`src/rtl/uart_tx_flow.sv`:
```
// rtl/uart_tx_flow.sv - UART transmitter with baud generator and CTS flow control; optional parity via UART_TX_FLOW_PARITY_EN
module uart_tx_flow #(
    parameter int CLK_HZ     = 12_000_000,
    parameter int BAUD       = 9600,
    parameter int DATA_BITS  = 8,
    parameter int STOP_BITS  = 1,
    parameter int PARITY_ODD = 0
) (
    input  logic                 hwclk,
    input  logic                 rst_n,
    input  logic [DATA_BITS-1:0] tx_data,
    input  logic                 tx_valid,
    output logic                 tx_ready,
    input  logic                 cts_n,
    output logic                 txd,
    output logic                 busy
);

    // Clock cycles per bit, rounded to nearest.
    localparam int DIV   = (CLK_HZ + BAUD / 2) / BAUD;
    localparam int CNT_W = $clog2(DIV);

    localparam logic [CNT_W-1:0] CNT_LAST  = CNT_W'(DIV - 1);
    localparam logic [2:0]       BIT_LAST  = 3'(DATA_BITS - 1);
    localparam logic             STOP_LAST = (STOP_BITS == 2);

    localparam logic [2:0] S_IDLE   = 3'd0;
    localparam logic [2:0] S_WAIT   = 3'd1;
    localparam logic [2:0] S_START  = 3'd2;
    localparam logic [2:0] S_DATA   = 3'd3;
`ifdef UART_TX_FLOW_PARITY_EN
    localparam logic [2:0] S_PARITY = 3'd4;
`endif
    localparam logic [2:0] S_STOP   = 3'd5;

    // Elaboration-time guards on the legal parameter ranges.
    if (DIV < 2) begin : g_bad_div
        $error("uart_tx_flow: CLK_HZ/BAUD must give at least 2 cycles per bit");
    end
    if (DATA_BITS < 5 || DATA_BITS > 8) begin : g_bad_data_bits
        $error("uart_tx_flow: DATA_BITS must be 5..8");
    end
    if (STOP_BITS < 1 || STOP_BITS > 2) begin : g_bad_stop_bits
        $error("uart_tx_flow: STOP_BITS must be 1 or 2");
    end
    if (PARITY_ODD < 0 || PARITY_ODD > 1) begin : g_bad_parity_odd
        $error("uart_tx_flow: PARITY_ODD must be 0 or 1");
    end

    logic [2:0]           state_q, state_d;
    logic [CNT_W-1:0]     cnt_q, cnt_d;
    logic [2:0]           bit_q, bit_d;
    logic                 stop_q, stop_d;
    logic [DATA_BITS-1:0] shift_q, shift_d;
    logic                 cts_meta_q, cts_meta_d;
    logic                 cts_sync_q, cts_sync_d;
    logic                 txd_q, txd_d;
    logic                 tx_ready_q, tx_ready_d;
    logic                 busy_q, busy_d;
    logic                 bit_end;
`ifdef UART_TX_FLOW_PARITY_EN
    logic                 par_q, par_d;
`endif

    // Last cycle of the current bit period.
    assign bit_end = (cnt_q == CNT_LAST);

    // Two-flop synchroniser for the asynchronous CTS input.
    always_comb begin
        cts_meta_d = cts_n;
        cts_sync_d = cts_meta_q;
    end

    // Frame sequencer: next state, baud/bit/stop counters and shift register.
    always_comb begin
        state_d = state_q;
        cnt_d   = cnt_q;
        bit_d   = bit_q;
        stop_d  = stop_q;
        shift_d = shift_q;
`ifdef UART_TX_FLOW_PARITY_EN
        par_d   = par_q;
`endif
        case (state_q)
            S_IDLE: begin
                cnt_d = '0;
                if (tx_valid && tx_ready_q) begin
                    shift_d = tx_data;
`ifdef UART_TX_FLOW_PARITY_EN
                    par_d   = (^tx_data) ^ (PARITY_ODD != 0);
`endif
                    state_d = S_WAIT;
                end
            end
            S_WAIT: begin
                // Counter held at zero so the start bit is always full width.
                cnt_d = '0;
                if (!cts_sync_q) begin
                    state_d = S_START;
                end
            end
            S_START: begin
                cnt_d = bit_end ? '0 : cnt_q + 1'b1;
                if (bit_end) begin
                    bit_d   = '0;
                    state_d = S_DATA;
                end
            end
            S_DATA: begin
                cnt_d = bit_end ? '0 : cnt_q + 1'b1;
                if (bit_end) begin
                    shift_d = shift_q >> 1;
                    if (bit_q == BIT_LAST) begin
                        stop_d  = 1'b0;
`ifdef UART_TX_FLOW_PARITY_EN
                        state_d = S_PARITY;
`else
                        state_d = S_STOP;
`endif
                    end else begin
                        bit_d = bit_q + 1'b1;
                    end
                end
            end
`ifdef UART_TX_FLOW_PARITY_EN
            S_PARITY: begin
                cnt_d = bit_end ? '0 : cnt_q + 1'b1;
                if (bit_end) begin
                    stop_d  = 1'b0;
                    state_d = S_STOP;
                end
            end
`endif
            S_STOP: begin
                cnt_d = bit_end ? '0 : cnt_q + 1'b1;
                if (bit_end) begin
                    if (stop_q == STOP_LAST) begin
                        state_d = S_IDLE;
                    end else begin
                        stop_d = 1'b1;
                    end
                end
            end
            default: begin
                cnt_d   = '0;
                state_d = S_IDLE;
            end
        endcase
    end

    // Registered outputs, derived from the state being entered.
    always_comb begin
        txd_d      = 1'b1;
        tx_ready_d = (state_d == S_IDLE);
        busy_d     = (state_d != S_IDLE);
        case (state_d)
            S_START:  txd_d = 1'b0;
            S_DATA:   txd_d = shift_d[0];
`ifdef UART_TX_FLOW_PARITY_EN
            S_PARITY: txd_d = par_q;
`endif
            default:  txd_d = 1'b1;
        endcase
    end

    // State and output registers; reset idles the line high immediately.
    always_ff @(posedge hwclk or negedge rst_n) begin
        if (!rst_n) begin
            state_q    <= S_IDLE;
            cnt_q      <= '0;
            bit_q      <= '0;
            stop_q     <= 1'b0;
            shift_q    <= '0;
            cts_meta_q <= 1'b1;
            cts_sync_q <= 1'b1;
            txd_q      <= 1'b1;
            tx_ready_q <= 1'b1;
            busy_q     <= 1'b0;
        end else begin
            state_q    <= state_d;
            cnt_q      <= cnt_d;
            bit_q      <= bit_d;
            stop_q     <= stop_d;
            shift_q    <= shift_d;
            cts_meta_q <= cts_meta_d;
            cts_sync_q <= cts_sync_d;
            txd_q      <= txd_d;
            tx_ready_q <= tx_ready_d;
            busy_q     <= busy_d;
        end
    end

`ifdef UART_TX_FLOW_PARITY_EN
    // Parity bit computed at acceptance.
    always_ff @(posedge hwclk or negedge rst_n) begin
        if (!rst_n) begin
            par_q <= 1'b0;
        end else begin
            par_q <= par_d;
        end
    end
`endif

    assign txd      = txd_q;
    assign tx_ready = tx_ready_q;
    assign busy     = busy_q;

endmodule
```
`config.mk`:
```
export PLATFORM = sky130hd
export DESIGN_NAME = uart_tx_flow
export DESIGN_NICKNAME = d
export VERILOG_FILES = /design/src/rtl/uart_tx_flow.sv
export SDC_FILE = /design/constraint.sdc
export NUM_CORES = 1
export LEC_CHECK = 0
export ABC_AREA = 1
export BUFFER_PORTS_ARGS = -buffer_cell sky130_fd_sc_hd__buf_4
export CORE_AREA = 2 2 76 78
export CTS_CLUSTER_DIAMETER = 200
export CTS_CLUSTER_SIZE = 25
export DETAILED_ROUTE_END_ITERATION = 10
export DIE_AREA = 0 0 78 80
export MAX_ROUTING_LAYER = met4
export PLACE_DENSITY = 0.52
export RECOVER_POWER = 100
export SLEW_MARGIN = 20
export SYNTH_ARGS = -nofsm -noshare
export SYNTH_HDL_FRONTEND = slang
export SYNTH_SLANG_ARGS = --single-unit
```
`constraint.sdc`:
```
create_clock -name hwclk -period 1.75 [get_ports hwclk]
set_input_delay 0.0875 -clock hwclk [delete_from_list [all_inputs] [get_ports hwclk]]
set_output_delay 0.0875 -clock hwclk [all_outputs]
set_load 0.02 [all_outputs]
```
* Word level (Yosys, flattened, before mapping)
Index checks and enable logic that the tools add are counted.
Word-level totals: output and inout bits 3, input port bits 12, flip-flop bits (word level) 31
Cells by class: $add $sub $neg 2, muxes and demuxes 23, eq/ne operators 14, reductions and logical operators 11
Operators by type and width (count):
- 3-bit 2-to-1 mux | 10
- 11-bit 2-to-1 mux | 2
- 8-bit 2-to-1 mux | 2
- 8-bit case mux with 2 select lines | 1
- 3-bit case mux with 5 select lines | 1
- 3-bit by 2-bit == test with 1-bit output (second input constant) | 4
- 2-bit != test (second input constant) | 6
- 11-bit by 1-bit adder with 11-bit output (second input constant) | 1
- 11-bit == test (second input constant) | 1
- 4-bit AND reduction | 2
- 3-bit == test (second input constant) | 2
- 3-bit zero test | 2
- 3-bit case mux with 2 select lines | 1
- 2-bit nonzero test | 3
- 1-bit 2-to-1 mux | 4
- 1-bit case mux with 2 select lines | 2
- 3-bit by 1-bit adder with 3-bit output (second input constant) | 1
- 3-bit by 1-bit == test with 1-bit output (second input constant) | 1
- 3-bit AND reduction | 1
- 3-bit nonzero test | 1
- 3-bit OR reduction | 1
- 1-bit logical AND | 1

* Longest topological paths before layout
Gate-level depths: netlist (run 1).
depth in word-level cells 6, mapped depth 12

* Worst setup path before layout (run 1)
Ideal clock, no wire load.
kind register -> register, start register cnt_q[0], end register busy_q, in the netlist busy, arrival time 1.252 ns, cell stages (with the launch flop) 11, setup slack 0.384 ns, clock period less this slack 1.366 ns, setup time 0.113 ns, cells stage by stage dfrtp_1 > ha_1 > nand2_1 > inv_1 > nand2_2 > nor2_8 > nand2_4 > nand2_2 > nand3_2 > nor2_4 > inv_2
Between the ends: cells in the longest elaborated chain, start to end 4
Ends and longest elaborated chain:
- from (decl) | line 51 | logic [CNT_W-1:0] cnt_q, cnt_d;
- from (signal assigned) | line 181 | cnt_q <= cnt_d;
- 11-bit == test (*) | line 66 | assign bit_end = (cnt_q == CNT_LAST);
- 3-bit 2-to-1 mux (on tied branches) | line 136, 104, 111
- 3-bit case mux with 5 select lines (*) | line 84 | case (state_q)
- named net state_d[0] | line 50 | logic [2:0] state_q, state_d;
- 3-bit nonzero test (*) | line 155 | busy_d = (state_d != S_IDLE);
- named net busy_d | line 59 | logic busy_q, busy_d;
- to (signal assigned) | line 189 | busy_q <= busy_d;
- to (decl) | line 59
Mark *: on every way through the listed nets, which the timed path passes. The rest lies on a longest branch. A chain may end at the register's enable or synchronous reset.

* Worst setup path after layout (run 1)
start register cnt_q[1], end register busy_q, in the netlist busy
Same word-level chain as after synthesis.

==> key figures, run 1 <==
Final layout
  • P&R area growth vs syn: 18.2%
  • Most frequent cells in the layout: nand2_1, dfrtp_1, nor2_1
  • ANT cells: 0
  • Final Core Density: 34.1%
  • Most common cell after layout, fill and taps aside: nand2_1
  • Nets@finish: 228
  • Share of cells above drive strength 1: 19.2%

Floorplan
  • Row count: 27
  • Die width: 78 um
  • Die ar.: 6240 sq um
  • I/O pin count: 15
  • Initial Util: 28.8%
  • Die Y: 80 um
  • Core Area: 5410 sq um

Clock tree
  • Number of clock sinks: 30
  • CTS buffer count: 5
  • CTS tree: built
  • CTS resizes: 0
  • Number of setup buffers added after CTS: 0
  • CTS H-tree depth: 2
  • Clock Latency Late Sink: 0.28 ns
  • Post-CTS Hold Fix Bufs: 3
  • Clk root buf: clkbuf_8
  • Max Buffers Root-to-Sink: 2
  • Clock transition at the registers of the reported paths: 0.06 ns

Timing
  • Relative slew slack: 50.7%
  • RSZ-0062 raised after global routing: no
  • # setup viols final: 0
  • Slew @ Worst Pin: 0.740 ns
  • Tcrit/Tclk final: 88.9%
  • Max Slew Vio Count: 0
  • Worst clock skew: 0.00513 ns
  • Worst hold slack: 0.0175 ns
  • Setup TNS: 0 ns
  • Final Hold Vio Count: 0
  • Fmax: 643 MHz
  • Min Tclk post-route: 1.56 ns

Route
  • DR WL/cell: 10.1 um
  • Iteration-0 DRC Markers: 54
  • Vias per cell: 4.15
  • DR WL met3: 144 um
  • M1 wire length: 1410 um
  • Wire length on met2: 1270 um
  • Antenna Nets Post-Route: 0
  • Final WL: 2880 um
  • DRC Markers: 0
  • Top layer reached by signal wires: met4
  • Vias: 1183
  • DR pass1 iterations: 4

Critical path
  • Worst setup path start: cnt_q[1]
  • CP startpoint kind: flip-flop
  • RR Endpoint: busy
  • Critical path type: reg -> reg
  • CP top delay family: simple AND/OR/NAND/NOR gates
  • Worst-path cell chain: inv_1 -> ha_1 -> nand2_1 -> inv_1 -> nand2_2 -> nor2_8 -> nand2_4 -> nand2_1 -> nand3_1 -> nor2_4 -> inv_2
  • Worst path slowest cell: dfrtp_1
  • Max FO, Critical Path: 10
  • Worst reg2reg path depth: 11
  • Setup slack, reg-to-reg: 0.19 ns
  • Crit path DAT: 1.73 ns
  • CP max stage delay: 0.40 ns
  • Worst Path Required: 1.93 ns
  • Worst Setup End Kind: flip-flop
  • Stages on worst setup path: 11
  • Worst Path Buf+Inv: 3
  • Crit path to: busy
  • RR Startpoint: cnt_q[1]

Power and ir drop
  • Internal: 1.03 mW
  • LEAKAGE: 0.933 nW
  • VDD IR max: 0.387 mV
  • P per Cell Area: 710 nW/um^2
  • Total power: 1.31 mW
  • Comb pwr share: 2.8%
  • Sw Ratio: 21.0%
  • Clock power share: 43.8%
  • Switch Pwr: 274 uW
  • Sequential power share: 53.5%

Synth
  • Gate Count Post-Synth: 188
  • #FFs+latches synth: 30
  • Ys Warns: 0
  • Share of the synthesized area in the top cell type: 41.8%
  • Sequential area share after synthesis: 48.5%
  • Syn Std Cell Area: 1560 sq um
  • Yosys top cell by area: dfrtp_1
  • Syn avg cell area: 8.29 sq um
  • Syn nets: 204
  • Area contributors post-synth: dfrtp_1, nand2_1, dfstp_2
  • Netlist cell types: 25

Place
  • Dpl hpwl: 2160 um
  • IO Port Bufs: 14
  • Final Wtd Congestion: 0.787

Min path
  • Hold Crit Class: in -> reg

Global route
  • Initial antenna violation count: 0
  • Grt ovf: 0
  • First-pass GRT wire length: 5100 um
  • Vias in the first global route: 1159
  • All-Layer GR Usage: 11.0%
  • Largest net degree at the start of global routing: 31

Status
  • Outcome: finished clean

Job
  • MaxCap Viol Count: 0
## cells in the mapped netlist
| master | instances |
|---|---|
| nand2_1 | 44 |
| nor2_2 | 4 |
| nand3_2 | 2 |
| ha_1 | 4 |
| nand2_4 | 1 |
| nand3_1 | 13 |
| dfstp_2 | 4 |
| xnor2_1 | 1 |
| o21ai_1 | 6 |
| inv_1 | 22 |
| inv_2 | 7 |
| or2_1 | 1 |
| or2_2 | 1 |
| xor2_1 | 4 |
| nor3_1 | 2 |
| nor2_4 | 3 |
| o211ai_1 | 1 |
| nand2_2 | 6 |
| nor3_2 | 1 |
| dfrtp_1 | 26 |
| buf_2 | 1 |
| a21oi_1 | 4 |
| nor2_8 | 1 |
| nand4_1 | 7 |
| nor2_1 | 22 |
## through the flow
step,setup slack [ns],cells,instance area (sq um)
finish,0.194,285,1840
global route,0.0484,285,1840
CTS,0.236,285,1880
detailed placement,0.241,274,1760
global placement,0.252,274,1760
floorplan,0.384,188,1560
## power by group through the flow
| stage | clock, mW | sequential [mW] | combinational (mW) |
|---|---|---|---|
| floorplan | 0 | 0.711 | 0.000399 |
| global placement | 0 | 0.712 | 0.0330 |
| detailed placement | 0 | 0.712 | 0.0337 |
| CTS | 0.597 | 0.699 | 0.0390 |
| global route | 0.624 | 0.699 | 0.0414 |
| finish | 0.572 | 0.699 | 0.0361 |
## how the worst min path moves through the flow
stage / startpoint / to / cells after the start
floorplan: rst_n / bit_q[0] / 0
global placement: rst_n / cnt_q[7] / 1
detailed placement: rst_n / cnt_q[1] / 1
CTS: tx_data[1] / shift_q[1] / 3
global route: tx_data[1] / shift_q[1] / 3
finish: tx_data[1] / shift_q[1] / 3
## cells by family (layout without fill, tap and decap cells)
kind of cell	Yosys count	in the layout	share of synthesized area, %
AO/OA/AOI/OAI	11	11	3.70
XOR/XNOR	5	5	2.81
adder cells (fa/ha/maj)	4	4	3.21
buffers and inverters	30	55	7.31
flip-flops	30	30	48.5
AND/OR/NAND/NOR	108	108	34.5
## layout make-up
| cell class | instances | area (sq um) |
|---|---|---|
| fillers | 593 | 3560 |
| flip-flops and latches | 30 | 756 |
| multi-input cells | 128 | 663 |
| repair buffers | 18 | 133 |
| inverters | 29 | 109 |
| well taps | 72 | 90.1 |
| clock buffers | 7 | 86.3 |
| clock inverters | 1 | 5.00 |
## worst register-to-register path: stages, from the launching register on
cell and delay (ns):
dfrtp_1 0.40, inv_1 0.06, ha_1 0.16, nand2_1 0.05, inv_1 0.06, nand2_2 0.08
nor2_8 0.17, nand2_4 0.06, nand2_1 0.07, nand3_1 0.16, nor2_4 0.14, inv_2 0.03
## sequential cells by signal, summed over array words and instances (netlist names)
name,flops
cts_sync_q,1
bit_q,3
shift_q,8
state_q,3
cnt_q,11
cts_meta_q,1
tx_ready,1
txd,1
busy,1
## per-layer routing
metal | vias up | track usage (%)
met4 | 0 | 4.74
met2 | 17 | 16.5
li1 | 633 | -
met1 | 527 | 13.1
met3 | 6 | 4.41
met5 | - | -
Note: power is estimated with default switching activity, not from simulation.
==> run 2: changes to the inputs <==
==> constraint.sdc (replaced) <==
create_clock -name hwclk -period 1.75 [get_ports hwclk]
set_input_delay 0.0875 -clock hwclk [delete_from_list [all_inputs] [get_ports hwclk]]
set_output_delay 0.0875 -clock hwclk [all_outputs]
set_load 0.05 [all_outputs]
==> key figures, run 2 (synthesized netlist as in run 1, its figures left out) <==
Global route
  • Grt ovf: 0
  • Largest net degree at the start of global routing: 31
  • All-Layer GR Usage: 11.0%
  • Initial antenna violation count: 0
  • First-pass GRT wire length: 5100 um
  • Vias in the first global route: 1159

Power and ir drop
  • Comb pwr share: 2.8%
  • LEAKAGE: 0.929 nW
  • Sw Ratio: 21.0%
  • Switch Pwr: 274 uW
  • Internal: 1.03 mW
  • Clock power share: 43.8%
  • VDD IR max: 0.387 mV
  • P per Cell Area: 712 nW/um^2
  • Sequential power share: 53.5%

Route
  • Final WL: 2880 um
  • DR WL/cell: 10.1 um
  • DRC Markers: 0
  • DR pass1 iterations: 4
  • Antenna Nets Post-Route: 0
  • Vias: 1185
  • Iteration-0 DRC Markers: 54
  • Vias per cell: 4.16

Critical path
  • Worst Path Buf+Inv: 3
  • Max FO, Critical Path: 10
  • CP max stage delay: 0.40 ns
  • Critical path type: reg -> reg
  • Worst Path Required: 1.93 ns
  • CP startpoint kind: flip-flop
  • CP top delay family: simple AND/OR/NAND/NOR gates
  • Worst-path cell chain: inv_1 -> ha_1 -> nand2_1 -> inv_1 -> nand2_2 -> nor2_8 -> nand2_4 -> nand2_1 -> nand3_1 -> nor2_4 -> inv_2
  • Crit path DAT: 1.73 ns
  • Worst Setup End Kind: flip-flop
  • Worst path slowest cell: dfrtp_1

Timing
  • Worst hold slack: 0.0175 ns
  • RSZ-0062 raised after global routing: no
  • Min Tclk post-route: 1.56 ns
  • Tcrit/Tclk final: 88.9%
  • Setup TNS: 0 ns
  • Worst clock skew: 0.00511 ns
  • Fmax: 643 MHz
  • Slew @ Worst Pin: 0.740 ns
  • Max Slew Vio Count: 0
  • # setup viols final: 0
  • Relative slew slack: 50.7%
  • Final worst slack: 0.194 ns
  • Final Hold Vio Count: 0

Final layout
  • Final Core Density: 34.0%
  • ANT cells: 0
  • Fillers: 594
  • Most common cell after layout, fill and taps aside: nand2_1
  • Nets@finish: 228
  • Regs by FF count: cnt_q: 11 flops, shift_q: 8 flops
  • Most frequent cells in the layout: nand2_1, dfrtp_1, nor2_1
  • Finished Layout Cells: 285
  • P&R area growth vs syn: 18.0%
  • Most flop-heavy register: cnt_q
  • Max FFs per register: 11
  • Share of cells above drive strength 1: 19.2%

Status
  • Outcome: finished clean

Place
  • Dpl hpwl: 2160 um
  • IO Port Bufs: 14
  • Cells after DPL: 274
  • Worst slack, placed: 0.241 ns
  • Final Wtd Congestion: 0.787

Clock tree
  • CTS tree: built
  • Max Buffers Root-to-Sink: 2
  • Clk root buf: clkbuf_8
  • Clock transition at the registers of the reported paths: 0.06 ns
  • Number of clock sinks: 30
  • CTS H-tree depth: 2
  • CTS buffer count: 5
  • CTS resizes: 0
  • Clock Latency Late Sink: 0.28 ns

Floorplan
  • Row count: 27
  • Die ar.: 6240 sq um
  • Die width: 78 um
  • I/O pin count: 15
  • Initial Util: 28.8%
  • Core Area: 5410 sq um
  • Die Y: 80 um

Job
  • MaxCap Viol Count: 0

Min path
  • Hold Crit Class: in -> reg
## run 2: cell count changes in the layout (fill, tap and decap cells not counted)
cell	delta
buf_4	-1
dfstp_2	+1
clkbuf_1	+1
dfstp_1	-1
## run 2: repair_timing
| action | in CTS | in global routing |
|---|---|---|
| setup endpoints to repair | 0 | 0 |
| setup buffers | 0 | 0 |
| hold endpoints to repair | 28 | 0 |
| hold buffers | 3 | 0 |
## run 2: final timing paths
| kind | from | endpoint | slack (ns) | cells after the start |
|---|---|---|---|---|
| min in group asynchronous | rst_n | shift_q[7] | 0.40 | 2 |
| worst max register to register | cnt_q[1] | busy | 0.19 | 11 |
| worst max-delay path | cnt_q[1] | busy | 0.19 | 11 |
| max in group asynchronous | rst_n | shift_q[0] | 0.88 | 2 |
| worst min-delay path | tx_data[1] | shift_q[1] | 0.02 | 3 |
| worst min register to register | cts_meta_q | cts_sync_q | 0.36 | 0 |
## run 2: cell type report
class	count	area (sq um)	area share, %
Sequential cell	30	756	41.1
Multi-Input combinational cell	128	663	36.1
Timing Repair Buffer	18	129	7.01
Inverter	29	109	5.92
Tap cell	72	90.1	4.90
Clock buffer	7	86.3	4.70
Clock inverter	1	5.00	0.272
## run 2: worst register-to-register path: cells and delay by family, from the launching register on
family	cells	cell delay, ns
flip-flops	1	0.40
buffers and inverters	3	0.15
adder cells (fa/ha/maj)	1	0.16
AND/OR/NAND/NOR	7	0.73
## run 2: power by group through the flow
stage | Sequential, mW | Clock (mW) | Combinational [mW]
final | 0.699 | 0.573 | 0.0361
after global routing | 0.699 | 0.624 | 0.0414
after CTS | 0.699 | 0.597 | 0.0390
after detailed placement | 0.712 | 0 | 0.0337
after global placement | 0.712 | 0 | 0.0330
after floorplan | 0.711 | 0 | 0.000399
## run 2: per-layer routing
| metal | GRT usage [%] | up-vias | wire (um) |
|---|---|---|---|
| li1 | - | 633 | - |
| met1 | 13.1 | 529 | 1410 |
| met2 | 16.5 | 17 | 1270 |
| met3 | 4.41 | 6 | 146 |
| met4 | 4.74 | 0 | 51 |
| met5 | - | - | 0 |
## run 2: per-stage QoR
step	area, sq um	power (mW)
floorplan	1560	0.712
finish	1840	1.31
CTS	1880	1.34
global placement	1760	0.745
detailed placement	1760	0.745
global route	1840	1.36
==> run 3: changes to the inputs <==
--- a/config.mk
+++ b/config.mk
@@ -7,13 +7,13 @@
 export LEC_CHECK = 0
 export ABC_AREA = 1
 export BUFFER_PORTS_ARGS = -buffer_cell sky130_fd_sc_hd__buf_4
-export CORE_AREA = 2 2 76 78
+export CORE_AREA = 2 2 56 58
 export CTS_CLUSTER_DIAMETER = 200
 export CTS_CLUSTER_SIZE = 25
 export DETAILED_ROUTE_END_ITERATION = 10
-export DIE_AREA = 0 0 78 80
+export DIE_AREA = 0 0 58 60
 export MAX_ROUTING_LAYER = met4
-export PLACE_DENSITY = 0.52
+export PLACE_DENSITY = 0.81
 export RECOVER_POWER = 100
 export SLEW_MARGIN = 20
 export SYNTH_ARGS = -nofsm -noshare
==> key figures, run 3 (synthesized netlist as in run 1, its figures left out) <==
Status
  • Outcome: finished clean

Critical path
  • CP startpoint kind: flip-flop
  • Critical path type: reg -> reg
  • Crit path DAT: 1.76 ns
  • Worst Path Required: 1.96 ns
  • Max FO, Critical Path: 10
  • Worst Setup End Kind: flip-flop

Timing
  • Worst clock skew: 0.0157 ns
  • Slew @ Worst Pin: 0.723 ns
  • Final Hold Vio Count: 0
  • Max Slew Vio Count: 0
  • Fmax: 648 MHz
  • Relative slew slack: 51.8%
  • Tcrit/Tclk final: 88.2%
  • Min Tclk post-route: 1.54 ns
  • Setup TNS: 0 ns
  • Worst hold slack: 0.107 ns
  • # setup viols final: 0
  • RSZ-0062 raised after global routing: no

Clock tree
  • CTS buffer count: 5
  • Clock Latency Late Sink: 0.34 ns
  • CTS H-tree depth: 2
  • Max Buffers Root-to-Sink: 2
  • Clk root buf: clkbuf_4
  • Clock transition at the registers of the reported paths: 0.09 ns
  • Number of setup buffers added after CTS: 0
  • Number of clock sinks: 30
  • CTS tree: built

Place
  • IO Port Bufs: 14
  • Final Wtd Congestion: 0.855
  • Dpl hpwl: 2010 um

Power and ir drop
  • Sw Ratio: 21.8%
  • VDD IR max: 0.647 mV
  • P per Cell Area: 646 nW/um^2
  • Comb pwr share: 4.0%
  • Internal: 919 uW
  • Sequential power share: 59.4%
  • Switch Pwr: 256 uW
  • LEAKAGE: 0.942 nW
  • Clock power share: 36.6%

Final layout
  • ANT cells: 0
  • Most frequent cells in the layout: nand2_1, dfrtp_1, nor2_1
  • Regs by FF count: cnt_q: 11 flops, shift_q: 8 flops
  • Most flop-heavy register: cnt_q
  • P&R area growth vs syn: 16.7%
  • Share of cells above drive strength 1: 19.3%
  • Max FFs per register: 11
  • Nets@finish: 233
  • Most common cell after layout, fill and taps aside: nand2_1

Global route
  • First-pass GRT wire length: 4830 um
  • Initial antenna violation count: 0
  • All-Layer GR Usage: 19.9%
  • Grt ovf: 0
  • Largest net degree at the start of global routing: 31
  • Vias in the first global route: 1151

Floorplan
  • Row count: 20
  • Core Area: 2900 sq um
  • I/O pin count: 15
  • Die Y: 60 um
  • Die ar.: 3480 sq um
  • Initial Util: 53.7%
  • Die width: 58 um

Route
  • Iteration-0 DRC Markers: 46
  • DRC Markers: 0
  • Final WL: 2830 um
  • DR pass1 iterations: 4
  • Vias: 1248
  • Antenna Nets Post-Route: 0
  • DR WL/cell: 11.3 um
  • Vias per cell: 4.97

Min path
  • Hold Crit Class: in -> reg

Job
  • MaxCap Viol Count: 0
## run 3: changes by cell type in the layout (fill, tap and decap cells not counted), sizes merged
cell         previous run  this run
buf                    10         9
dlygate4sd3             3         9
## run 3: power groups by stage
stage               Sequential (mW)  Clock (mW)  Combinational, mW
detailed placement            0.711           0             0.0328
floorplan                     0.711           0           0.000399
global placement              0.711           0             0.0324
CTS                           0.698       0.443             0.0488
global route                  0.699       0.472             0.0523
finish                        0.698       0.430             0.0471
## run 3: worst max-delay path, stage by stage (launching register included)
cell,delay [ns]
dfrtp_1,0.43
ha_1,0.19
nand2_1,0.05
inv_1,0.04
nand2_1,0.11
nor2_8,0.19
nand3_1,0.19
a21oi_1,0.17
a21oi_1,0.06
## run 3: worst paths after layout
check,cells after the start,slack (ns),from,end
max,8,0.21,cnt_q[0],bit_q[0]
min reg2reg,0,0.36,cts_meta_q,cts_sync_q
max reg2reg,8,0.21,cnt_q[0],bit_q[0]
min in group asynchronous,2,0.33,rst_n,shift_q[1]
max in group asynchronous,2,0.95,rst_n,cnt_q[3]
min,5,0.11,tx_data[0],shift_q[0]
## run 3: per-layer routing
metal / global-route usage [%] / share of wire (%) / wire length, um
met3: 8.23 / 4.2 / 120
met1: 22.1 / 45 / 1270
met5: - / 0 / 0
met4: 8.97 / 1.9 / 54
met2: 31.3 / 49 / 1390
## run 3: area by class of cell
class | instances | area [sq um]
sequential | 30 | 756
tap | 33 | 41.3
timing repair buffer | 23 | 181
fill | 264 | 1080
multi-input combinational | 128 | 671
clock buffer | 7 | 55.1
clock inverter | 1 | 5.00
inverter | 29 | 109
## run 3: through the flow
step / instances / setup slack (ns) / utilization [%] / area [sq um] / power (mW)
after floorplan: 188 / 0.384 / - / 1560 / 0.712
after global placement: 234 / 0.266 / 58.5 / 1700 / 0.744
after detailed placement: 234 / 0.231 / 58.5 / 1700 / 0.744
after CTS: 251 / 0.228 / 63.7 / 1850 / 1.19
after global routing: 251 / 0.0673 / 62.6 / 1820 / 1.22
final: 251 / 0.206 / 62.6 / 1820 / 1.17
## run 3: timing repair
item | in CTS | in global routing
hold endpoints to repair | 38 | 0
setup endpoints to repair | 0 | 0
hold buffers | 9 | 0
gates resized for setup | 0 | 0
